`config.mk`:
```
export PLATFORM = sky130hd
export DESIGN_NAME = echo_indication_input
export DESIGN_NICKNAME = d
export VERILOG_FILES = /design/src/rtl/echo_indication_input.sv
export SDC_FILE = /design/constraint.sdc
export NUM_CORES = 1
export LEC_CHECK = 0
export ABC_CLOCK_PERIOD_IN_PS = 4400
export CELL_PAD_IN_SITES_DETAIL_PLACEMENT = 0
export CELL_PAD_IN_SITES_GLOBAL_PLACEMENT = 1
export CORE_AREA = 2 2 141 143
export CTS_BUF_LIST = sky130_fd_sc_hd__clkbuf_16
export DETAILED_ROUTE_END_ITERATION = 7
export DIE_AREA = 0 0 143 145
export GPL_TIMING_DRIVEN = 0
export MAX_ROUTING_LAYER = met4
export PLACE_DENSITY_LB_ADDON = 0.1
export SLEW_MARGIN = 30
export SYNTH_ARGS = -nofsm -noshare
export SYNTH_HDL_FRONTEND = slang
export SYNTH_SLANG_ARGS = --single-unit
```
`constraint.sdc`:
```
create_clock -name CLK -period 4.4 [get_ports CLK]
set_input_delay 0.88 -clock CLK [delete_from_list [all_inputs] [get_ports CLK]]
set_output_delay 0.88 -clock CLK [all_outputs]
set_load 0.02 [all_outputs]
```
`src/rtl/echo_indication_input.sv`:
```
// echo_indication_input: decodes packed heard messages from the transport pipe into a FIFO replayed to indication_heard
module echo_indication_input #(
  parameter logic [31:0] HEARD_ID = 32'd1,
  parameter int DEPTH = 2
) (
  input  logic        CLK,
  input  logic        RST,
  input  logic        pipe_enq__ENA,
  input  logic [95:0] pipe_enq_v,
  output logic        pipe_enq__RDY,
  output logic        indication_heard__ENA,
  output logic [31:0] indication_heard_meth,
  output logic [31:0] indication_heard_v,
  input  logic        indication_heard__RDY,
  output logic [15:0] unknown_count,
  output logic [31:0] last_unknown_id
);
  localparam int AW = $clog2(DEPTH);
  logic [AW-1:0] wp, rp;
  logic [AW:0] cnt;
  logic [63:0] mem [DEPTH];
  logic enq, hit, deq;
  assign pipe_enq__RDY = !RST && cnt != (AW+1)'(DEPTH);
  assign enq = pipe_enq__ENA && pipe_enq__RDY;
  assign hit = enq && pipe_enq_v[31:0] == HEARD_ID;
  assign deq = indication_heard__ENA && indication_heard__RDY;
  assign indication_heard__ENA = cnt != '0;
  assign indication_heard_meth = mem[rp][31:0];
  assign indication_heard_v = mem[rp][63:32];
  always_ff @(posedge CLK) begin
    if (RST) begin
      wp <= '0;
      rp <= '0;
      cnt <= '0;
      unknown_count <= '0;
      last_unknown_id <= '0;
    end else begin
      wp <= wp + AW'(hit);
      rp <= rp + AW'(deq);
      cnt <= cnt + (AW+1)'(hit) - (AW+1)'(deq);
      if (enq && !hit) begin
        unknown_count <= unknown_count == 16'hFFFF ? unknown_count : unknown_count + 16'd1;
        last_unknown_id <= pipe_enq_v[31:0];
      end
    end
  end
  always_ff @(posedge CLK)
    if (hit) mem[wp] <= pipe_enq_v[95:32];
endmodule

```
==> metrics.txt <==
Synth-to-Final Area Change 44.5%; worst path required time 3.52 ns; sequential fraction of the synthesis area 70.1%; gp weighted congestion about 0.76; layout cell share with drive strength beyond 1 roughly 20%; worst-path fanout max 10; Cells after Synth 471; outcome completed; hold buffer count at CTS 0; chip width 143 um; min cycle time layout a little over 4 ns; Via Count 4624; VDD IR max 251 uV; post-DR vias/cell approximately 4.7; Die Ht 145 um; ys flop type edfxtp_1; Final setup viols 0; number of synthesized register bits 180; Initial Utilization 36.3%; crit share post-route 92.2%; share of the synthesized area in the top cell type a little under three fifths; io pins 214; HPWL after detailed placement 11800 um; Worst-path clk slew 0.07 ns; CTS tree built; Core Area just under 0.02 mm2; number of synthesized flops with an enable pin 128; # diodes 0; vias in the first global route approximately 4.8k; Worst setup SP type primary input; clk root buf clkbuf_16; antenna violations before repair 0; P per Cell Area roughly 350 mW/mm2; die area 0.0207 mm2; I/O Buffers between 200 and 250; P_leak 0.00336 uW; worst slack, placed 0.317 ns; grt total ovfl 0; Hold Crit Class reg2reg; maximum clock path buffer count 2; CTS buffer count 17; clk_lat worst skew 0.43 ns; post-CTS sizing 0; Worst EP arrival 3.17 ns; max-cap viol count 0; Final Hold Vio Count 0; row cnt between 50 and 60; GR Util All Layers 16.7%; post-synthesis async set-or-reset flop share 0%; pin count of the biggest net entering global routing 39; Setup Buffers After CTS 0; Slew HR 52.5%; H-Tree Depth 4; worst setup path class in2out; average routed wire per standard cell about 17 um; YS warnings 0; fin. max-slew vios 0; Residual DRC 0; Routed Antenna Nets 0; CP endpoint kind primary output; DRT Pass-1 Iters 6; post-synthesis area per instance 14.8 um2; first-pass GRT wire length 25800 um; Num Clock Sinks 180; Post-Syn Area about 0.0070 mm2; largest area contributor in the netlist edfxtp_1; Synth Net Count 576; drt initial violations slightly below 200; Setup WS post-layout around 0.35 ns; unrepaired setup endpoints after global routing false; Post-Route Utilization 52.4%; Worst-Margin Slew 0.712 ns; FMAX 247 MHz; synth top area cells edfxtp_1 (55%), dfxtp_1 (15%), mux2_2 (11%); Total Wirelength 16600 um; clk_skew 0.00899 ns; fillers 1648; Yosys cell types 49; Total Nets Final 810
[sequential cells by signal (all words and copies together) (netlist names)]
name and cells:
mem 128, last_unknown_id 32, unknown_count 16, cnt 2
rp 1, wp 1
[through the flow]
step                power, uW  hold slack [ns]  setup TNS [ns]  instances  instance area [um2]
floorplan                1940            0.491               0        471                 6970
global placement         2080            0.444         -146.92        949                 9440
detailed placement       2090            0.448               0        951                 9500
CTS                      3550            0.459               0        983                10100
global route             3630            0.482               0        983                10100
finish                   3510            0.460               0        983                10100
[synth_stat cells (3+ instances only)]
cell      count
o311ai_0      3
nor4_1        7
and3_1        3
edfxtp_1    128
nand4_1       4
nor2b_1       6
buf_6         4
or4_1         3
inv_1         5
or3_1         5
nor2_1       12
a21oi_1      27
nand3_1       6
nand2_1      62
clkbuf_1     13
nand2_2       9
buf_2         4
mux2_2       66
a21oi_2      10
ha_1          5
dfxtp_1      52
o21ai_0       3
[cells by family (layout without fill, tap and decap cells)]
family	Yosys count	count (layout)	synth area share (%)
DFF	180	180	70.1
and+or+nand+nor	133	133	9.96
muxes	69	69	11.2
AOI/OAI and AO/OA	53	53	5.20
buffers and inverters	27	274	2.19
adders and majority gates	5	5	0.897
xor gates and xnor gates	4	4	0.503
[report_power, final]
group | total [uW] | internal, uW | switching, uW
logic | 214 | 124 | 89.7
registers | 1830 | 1820 | 10.3
clock network | 1460 | 751 | 707
total | 3510 | 2700 | 807
[final timing paths]
check,start,end,slack (ns),cells past startpoint
max,RST,pipe_enq__RDY,0.35,5
min,last_unknown_id[19]$_SDFFE_PP0P_,last_unknown_id[19]$_SDFFE_PP0P_,0.46,2
max reg2reg,cnt[1]$_SDFF_PP0_,mem[1][13]$_DFFE_PP_,2.03,6
min reg2reg,last_unknown_id[19]$_SDFFE_PP0P_,last_unknown_id[19]$_SDFFE_PP0P_,0.46,2
[final cells by class]
type	instances	area, um2	share of cell area, %
multi-input combinational	264	1960	19.5
timing repair buffer	215	2170	21.6
clock inverter	15	148	1.47
sequential	180	4880	48.5
inverter	5	18.8	0.186
buffer	22	134	1.33
clock buffer	17	425	4.22
tap	265	332	3.29
[worst max-delay path: stages]
cell and delay (ns):
clkdlybuf4s50_1 0.61, clkbuf_1 0.50, clkbuf_1 0.47, nor2_1 0.13, clkdlybuf4s50_1 0.58
[metal layers]
metal	wire (um)	share of wire, %	track usage [%]
met4	347	2.1	6.49
met2	8050	48	27.1
met3	1030	6.2	4.55
met5	0	0	-
met1	7190	43	19.9
[layout by cell type (no fill, tap or decap), types with 3 or more instances in the layout]
master / instances
ha_1: 3
dfxtp_1: 52
inv_8: 4
buf_2: 4
clkinv_4: 3
nand4_1: 4
nand3_1: 6
nand2_1: 62
nand2_2: 9
clkdlybuf4s50_1: 213
nor4_1: 7
mux2_2: 66
inv_1: 6
buf_12: 3
clkinvlp_4: 3
and3_1: 3
or4_1: 3
or3_1: 5
edfxtp_1: 128
clkbuf_1: 13
clkbuf_16: 17
a21oi_2: 10
buf_6: 4
nor2b_1: 6
o311ai_0: 3
o21ai_0: 3
a21oi_1: 27
nor2_1: 12
Note: power is estimated with default switching activity, not from simulation.
